$ cat src/rtl/tag_pixel_writer.sv
// Encoder for the 8-bit tagged frame-buffer format: decimates the RGB565 camera
// stream, tags each kept pixel and writes it to BRAM; also runs a full-buffer clear sweep.
module tag_pixel_writer #(
    parameter int IN_WIDTH    = 320,
    parameter int IN_HEIGHT   = 240,
    parameter int SCALE_SHIFT = 1,
    parameter int ADDR_WIDTH  = 17
) (
    input  logic                  clk_in,
    input  logic                  rst_in,
    input  logic                  clear_in,
    input  logic                  pixel_valid_in,
    input  logic [10:0]           hcount_in,
    input  logic [9:0]            vcount_in,
    input  logic [15:0]           pixel_in,
    input  logic                  thresh_in,
    input  logic                  draw_in,
    input  logic [1:0]            draw_color_in,
    input  logic [10:0]           cross_x_in,
    input  logic [9:0]            cross_y_in,
    output logic [ADDR_WIDTH-1:0] bram_addr_out,
    output logic [7:0]            bram_data_out,
    output logic                  bram_we_out,
    output logic                  busy_out
);

    localparam int FB_W = IN_WIDTH >> SCALE_SHIFT;
    localparam int FB_H = IN_HEIGHT >> SCALE_SHIFT;
    localparam logic [ADDR_WIDTH-1:0] FB_W_A    = ADDR_WIDTH'(FB_W);
    localparam logic [ADDR_WIDTH-1:0] LAST_ADDR = ADDR_WIDTH'(FB_W * FB_H - 1);
    localparam logic [10:0] H_MASK = 11'((1 << SCALE_SHIFT) - 1);
    localparam logic [9:0]  V_MASK = 10'((1 << SCALE_SHIFT) - 1);

    typedef enum logic [0:0] {ST_IDLE = 1'b0, ST_CLEAR = 1'b1} state_t;

    // Luma approximation: (2R + 2G + 2B) >> 2, fits in 6 bits.
    function automatic logic [5:0] luma_gray6(input logic [15:0] px);
        logic [7:0] sum8;
        sum8 = ({3'b000, px[15:11]} + {2'b00, px[10:5]} + {3'b000, px[4:0]}) << 1;
        return 6'(sum8 >> 2);
    endfunction

    state_t                r_state;
    logic [ADDR_WIDTH-1:0] r_clr_cnt;

    logic                  r1_valid;
    logic [ADDR_WIDTH-1:0] r1_addr;
    logic [5:0]            r1_gray;
    logic                  r1_draw;
    logic                  r1_thresh;
    logic [1:0]            r1_color;
    logic                  r1_cross;

    logic                  r2_valid;
    logic [ADDR_WIDTH-1:0] r2_addr;
    logic [7:0]            r2_data;

    logic [10:0]           w_sx;
    logic [9:0]            w_sy;
    logic                  w_clear_start;
    logic                  w_keep;
    logic [ADDR_WIDTH-1:0] w_addr;
    logic [7:0]            w_tag_data;

    assign w_sx          = hcount_in >> SCALE_SHIFT;
    assign w_sy          = vcount_in >> SCALE_SHIFT;
    assign w_clear_start = (r_state == ST_IDLE) && clear_in;
    assign w_addr        = ADDR_WIDTH'(w_sy) * FB_W_A + ADDR_WIDTH'(w_sx);

    // Keep decision; a clear request in the same cycle drops the pixel.
    always_comb begin
        w_keep = 1'b0;
        if (pixel_valid_in && (r_state == ST_IDLE) && !clear_in &&
            (hcount_in < 11'(IN_WIDTH)) && (vcount_in < 10'(IN_HEIGHT)) &&
            ((hcount_in & H_MASK) == 11'd0) && ((vcount_in & V_MASK) == 10'd0)) begin
            w_keep = 1'b1;
        end else begin
            w_keep = 1'b0;
        end
    end

    // Tag priority: draw, threshold, crosshair, plain gray.
    always_comb begin
        w_tag_data = 8'h00;
        if (r1_draw) begin
            w_tag_data = {2'b11, 4'b0000, r1_color};
        end else if (r1_thresh) begin
            w_tag_data = {2'b10, r1_gray};
        end else if (r1_cross) begin
            w_tag_data = {2'b01, r1_gray};
        end else begin
            w_tag_data = {2'b00, r1_gray};
        end
    end

    // Stage 1: capture keep flag, address, luma and tag inputs.
    always_ff @(posedge clk_in) begin
        if (!rst_in) begin
            r1_valid  <= 1'b0;
            r1_addr   <= '0;
            r1_gray   <= 6'd0;
            r1_draw   <= 1'b0;
            r1_thresh <= 1'b0;
            r1_color  <= 2'b00;
            r1_cross  <= 1'b0;
        end else begin
            r1_valid  <= w_keep;
            r1_addr   <= w_addr;
            r1_gray   <= luma_gray6(pixel_in);
            r1_draw   <= draw_in;
            r1_thresh <= thresh_in;
            r1_color  <= draw_color_in;
            r1_cross  <= (w_sx == (cross_x_in >> SCALE_SHIFT)) ||
                         (w_sy == (cross_y_in >> SCALE_SHIFT));
        end
    end

    // Stage 2: tagged data and address; flushed when a clear begins.
    always_ff @(posedge clk_in) begin
        if (!rst_in) begin
            r2_valid <= 1'b0;
            r2_addr  <= '0;
            r2_data  <= 8'h00;
        end else begin
            r2_valid <= r1_valid && !w_clear_start;
            r2_addr  <= r1_addr;
            r2_data  <= w_tag_data;
        end
    end

    // Control FSM and registered BRAM port; the first clear write issues on entry
    // so busy_out is high exactly during the clear write cycles.
    always_ff @(posedge clk_in) begin
        if (!rst_in) begin
            r_state       <= ST_IDLE;
            r_clr_cnt     <= '0;
            busy_out      <= 1'b0;
            bram_we_out   <= 1'b0;
            bram_addr_out <= '0;
            bram_data_out <= 8'h00;
        end else begin
            case (r_state)
                ST_IDLE: begin
                    if (clear_in) begin
                        r_state       <= ST_CLEAR;
                        r_clr_cnt     <= '0;
                        busy_out      <= 1'b1;
                        bram_we_out   <= 1'b1;
                        bram_addr_out <= '0;
                        bram_data_out <= 8'h00;
                    end else begin
                        busy_out      <= 1'b0;
                        bram_we_out   <= r2_valid;
                        bram_addr_out <= r2_addr;
                        bram_data_out <= r2_data;
                    end
                end
                ST_CLEAR: begin
                    if (r_clr_cnt == LAST_ADDR) begin
                        r_state       <= ST_IDLE;
                        busy_out      <= 1'b0;
                        bram_we_out   <= 1'b0;
                        bram_addr_out <= '0;
                        bram_data_out <= 8'h00;
                    end else begin
                        r_clr_cnt     <= r_clr_cnt + 1'b1;
                        busy_out      <= 1'b1;
                        bram_we_out   <= 1'b1;
                        bram_addr_out <= r_clr_cnt + 1'b1;
                        bram_data_out <= 8'h00;
                    end
                end
                default: begin
                    r_state       <= ST_IDLE;
                    busy_out      <= 1'b0;
                    bram_we_out   <= 1'b0;
                    bram_addr_out <= '0;
                    bram_data_out <= 8'h00;
                end
            endcase
        end
    end

endmodule

$ cat config.mk
export PLATFORM = sky130hd
export DESIGN_NAME = tag_pixel_writer
export DESIGN_NICKNAME = d
export VERILOG_FILES = /design/src/rtl/tag_pixel_writer.sv
export SDC_FILE = /design/constraint.sdc
export NUM_CORES = 1
export LEC_CHECK = 0
export CAP_MARGIN = 20
export CORE_MARGIN = 3
export CORE_UTILIZATION = 30
export DETAILED_ROUTE_END_ITERATION = 12
export GPL_ROUTABILITY_DRIVEN = 0
export PLACE_DENSITY = 0.48
export SLEW_MARGIN = 20
export SYNTH_ARGS = -nofsm -noshare
export SYNTH_HDL_FRONTEND = slang
export SYNTH_SLANG_ARGS = --single-unit
export TNS_END_PERCENT = 50
$ cat constraint.sdc
create_clock -name clk_in -period 6.5 [get_ports clk_in]
set_clock_uncertainty 0.1 [all_clocks]
set_input_delay 0.65 -clock clk_in [delete_from_list [all_inputs] [get_ports clk_in]]
set_output_delay 0.65 -clock clk_in [all_outputs]
set_load 0.02 [all_outputs]
# Word-level counts from Yosys, hierarchy flattened
# Index checks and enable logic that the tools add are counted.
# word_totals
out_inout_bits,27
elab_cells,62
reg_bits,99
input_bits,66
# classes
n_addsub,4
n_mux,17
bitwise_logic,2
eq_ne,5
magnitude_cmp,2
mul,1
n_reduce_logical,15
# ops
cell,count
$mux 17,4
$pmux 17 s2,2
$mux 8,3
$add 17x1->17 const B,1
$add 17x10->17,1
$eq 17x15->1 const B,1
$pmux 8 s2,1
$mul 9x3->12 const B,1
$logic_not 11->1,1
$lt 11x9->1 const B,1
$eq 10x10->1,1
$logic_not 10->1,1
$lt 10x8->1 const B,1
$eq 9x9->1,1
$logic_and 1x1->1,8
$add 5x6->7,1
$add 7x5->7,1
$mux 7,1
$mux 1,4
$ne 2x2->1 const B,2
$pmux 1 s2,2
$logic_not 1->1,2
$not 1->1,2
$reduce_and 2->1,1
other kinds (2),2

# Depth between registers and ports, before layout
# depth
ltp_word,8
ltp_mapped,10
ltp_nobuf,10

# Worst setup path before layout
# No wires, ideal clock.
# synth_timing
path_kind,input -> register
from,input vcount_in[2]
to,register r1_addr[15]
setup_slack_ns,3.482
required_time_ns,6.329
n_path_buf,0
setup_time_ns,0.071
path_stages,10
t_arrival_ns,2.848
path_cell_list,ha_1 -> ha_1 -> fa_1 -> ha_1 -> o21a_1 -> o31a_1 -> o21a_1 -> nand3_1 -> or3_1 -> a21oi_1
# synth_via
elab_chain_cells,2
# synth_lines
element,line,source
from (decl),14,"input logic [9:0] vcount_in,"
$mul 9x3->12,68,assign w_addr = ADDR_WIDTH'(w_sy) * FB_W_A + ADDR_WIDTH'(w_sx);
$add 17x10->17,68,
to (signal assigned),108,r1_addr <= w_addr;
to (decl),47,logic [ADDR_WIDTH-1:0] r1_addr;
# No other way between the ends.
# A chain may end at the register's enable or synchronous reset.

# Worst setup path in the final report
# Ends and elaborated chain as after synthesis.

==> metrics.md <==
| Metric | Value |
|---|---|
| Post-route design area | 0.00568 sq mm |
| Mean Syn Cell Area | 9.91 sq um |
| RSZ-0062 raised after global routing | false |
| Setup_tns | 0 ps |
| Crit end category | flop |
| Design Power | 1.35 mW |
| Post-CTS sizing | 0 |
| First-pass GRT wire length | 14900 um |
| Area leader, netlist | dfxtp_1 |
| Vias in the first global route | 3040 |
| Largest net degree at the start of global routing | 36 |
| Critical Path RT | 6640 ps |
| Slew HR | 46.0% |
| Area Growth Syn to Fin | 30.9% |
| Row count | 43 |
| Peak VDD IR | 0.0941 mV |
| Tightest Hold Check Type | flop to flop |
| Root Driver | clkbuf_16 |
| Core area | 0.0140 sq mm |
| Yosys cell types | 43 |
| FF+latch count, synth | 99 |
| Worst-Skew Late Latency | 330 ps |
| Status | finished clean |
| Worst-path fanout max | 4 |
| Synth Instances | 438 |
| Worst Tran Pin Value | 809 ps |
| Die X | 126 um |
| 1st-pass router iterations | 4 |
| Die Ht | 126 um |
| H-tree depth | 3 |
| Yosys top cell area share | 45.7% |
| Starting DRT DRC Count | 119 |
| Reg clk slew, reported paths | 60 ps |
| LEAKAGE | 2.44 nW |
| Sequential cell area fraction in the yosys report | 45.7% |
| Post-synth EDFFs | 0 |
| Final Hold Viols | 0 |
| Maxcap violations | 0 |
| Antenna viol nets, final | 0 |
| Final min period | 3420 ps |
| DR vias | 3140 |
| Placed inst area | 0.00542 sq mm |
| Routed wire per std cell | 12.8 um |
| Max-slew violation count | 0 |
| Synth warnings | 0 |
| Clock sink total | 99 |
| DIE AREA | 0.0159 sq mm |
| Longest Clk Path Bufs | 2 |
| Hold Buf Count CTS | 0 |
| Overflow after GRT | 0 |
| I/O pin cnt | 93 |
| Place WS | 2720 ps |
| Leading register cell type out of synthesis | dfxtp_1 |
| GR Util All Layers | 11.6% |
| Syn nets | 537 |
| Setup ws final | 3080 ps |
| Async set-reset flop share out of synthesis | 0% |
| # DRC | 0 |
| Final setup violation count | 0 |
| Total CTS buffers | 9 |
| Nets | 628 |
| Initial antenna violation count | 0 |
| Share of cells above drive strength 1 | 3.93% |
| Synth top area cells | dfxtp_1 46%, ha_1 7.5%, and2_1 6.2% |
| Post-CTS Setup Inserts | 0 |
| Antenna Cells | 0 |
| Worst setup SP type | input pin |
| Final WL | 9160 um |
| CTS tree | done |
| PwrDens | 238 mW/mm^2 |
| Worst EP arrival | 3560 ps |
| Critical path class | input pin to flop |
| Vias/cell | 4.40 |
| HPWL Detailed | 7120 um |
| Hold WS | 321 ps |
| PortBufs | 90 |
| Initial core utilization | 30.9% |
| Final period util | 52.5% |
| Synthesized area | 0.00434 sq mm |
| Max Clk Rate | 293 MHz |
cell type report:
cell class / instances / area [sq um]
inverter: 15 / 56.3
fill: 1400 / 8360
clock buffer: 11 / 233
clock inverter: 5 / 30.0
multi-input combinational: 312 / 2240
sequential: 99 / 1980
timing repair buffer: 92 / 916
tap: 180 / 225
power by group:
| group | internal, mW | total (mW) | switching [mW] |
|---|---|---|---|
| Sequential | 0.647 | 0.659 | 0.0116 |
| Clock | 0.257 | 0.466 | 0.209 |
| Combinational | 0.120 | 0.230 | 0.110 |
| Total | 1.02 | 1.35 | 0.330 |
stage by stage:
stage / cells / util, %
after floorplan: 438 / -
after global placement: 698 / 38.6
after detailed placement: 698 / 38.6
after CTS: 714 / 40.5
after global routing: 714 / 40.5
final: 714 / 40.5
worst max-delay path, cell delays in order:
cell and delay [ps]:
clkdlybuf4s50_1 500, ha_1 340, ha_1 230, fa_1 440
ha_1 320, o21a_1 120, o31a_1 150, o21a_1 150
nand3_1 120, or3_1 390, a21oi_1 140
state kept, by name, summed over array words and instances (netlist names), 2 cells and up:
name and count:
r2_data 8, r1_gray 6, r1_addr 17, bram_data_out 8, r1_color 2, r2_addr 17, r_clr_cnt 17, bram_addr_out 17
layer usage:
metal	vias up	global-route usage, %	part of all wire, %
met2	66	18.4	47
met3	9	2.46	4.1
met5	-	0	0
met1	1405	15.5	48
li1	1660	-	-
met4	0	4.48	1.2
cell usage in the layout, fill, tap and decap left out, types with 2 or more instances in the layout:
master           Yosys  routed
dfxtp_1             99      99
nor2b_1              6       6
clkbuf_16            0       9
inv_1               15      15
clkdlybuf4s50_1      0      90
clkinv_2             0       3
fa_1                 7       7
a211oi_1             4       4
and3_1               8       8
clkinvlp_4           0       2
xnor2_1             23      23
nor3b_1              2       2
and2_1              43      43
nand3_1              8       8
nor4_1               6       6
clkbuf_1             9       2
nor2_1              42      42
o21ai_0             19      19
a311oi_1             2       2
a31oi_1              2       2
nor3_1               7       7
xor2_1              25      25
nand4_1              5       5
mux2i_1              3       3
a21o_1              31      31
ha_1                26      26
buf_4                1       2
a22o_1               2       2
o21a_1               2       2
nand2_1             13      13
a21oi_1             11      11
final timing paths:
kind / startpoint / endpoint / slack (ps) / depth (start not counted)
max: vcount_in[2] / r1_addr[15] / 3080 / 11
max reg2reg: r_clr_cnt[0] / bram_addr_out[8] / 4070 / 7
min: r1_gray[3] / r2_data[3] / 320 / 1
min reg2reg: r1_gray[3] / r2_data[3] / 320 / 1
kinds of logic (layout without fill, tap and decap cells):
group	Yosys count	in the layout	share of synthesized area, %
multiplexers	3	3	0.692
AND/OR/NAND/NOR	149	149	18.2
AO/OA/AOI/OAI	79	79	12.3
adder cells (fa/ha/maj)	33	33	10.7
flip-flops	99	99	45.7
buffers and inverters	27	123	2.77
XOR/XNOR	48	48	9.69
cell usage after synthesis, drive strengths merged (3+ instances only):
cell type  count
dfxtp         99
nand4          5
fa             7
buf            3
a21o          31
a21oi         11
nand3          8
nand2         13
nor4           6
nor2          43
a211oi         5
clkbuf         9
ha            26
mux2i          3
xor2          25
o21ai         20
xnor2         23
nor2b          6
and2          44
inv           15
nor3           7
and3           8
No activity file was read; power rests on OpenSTA's default activity.
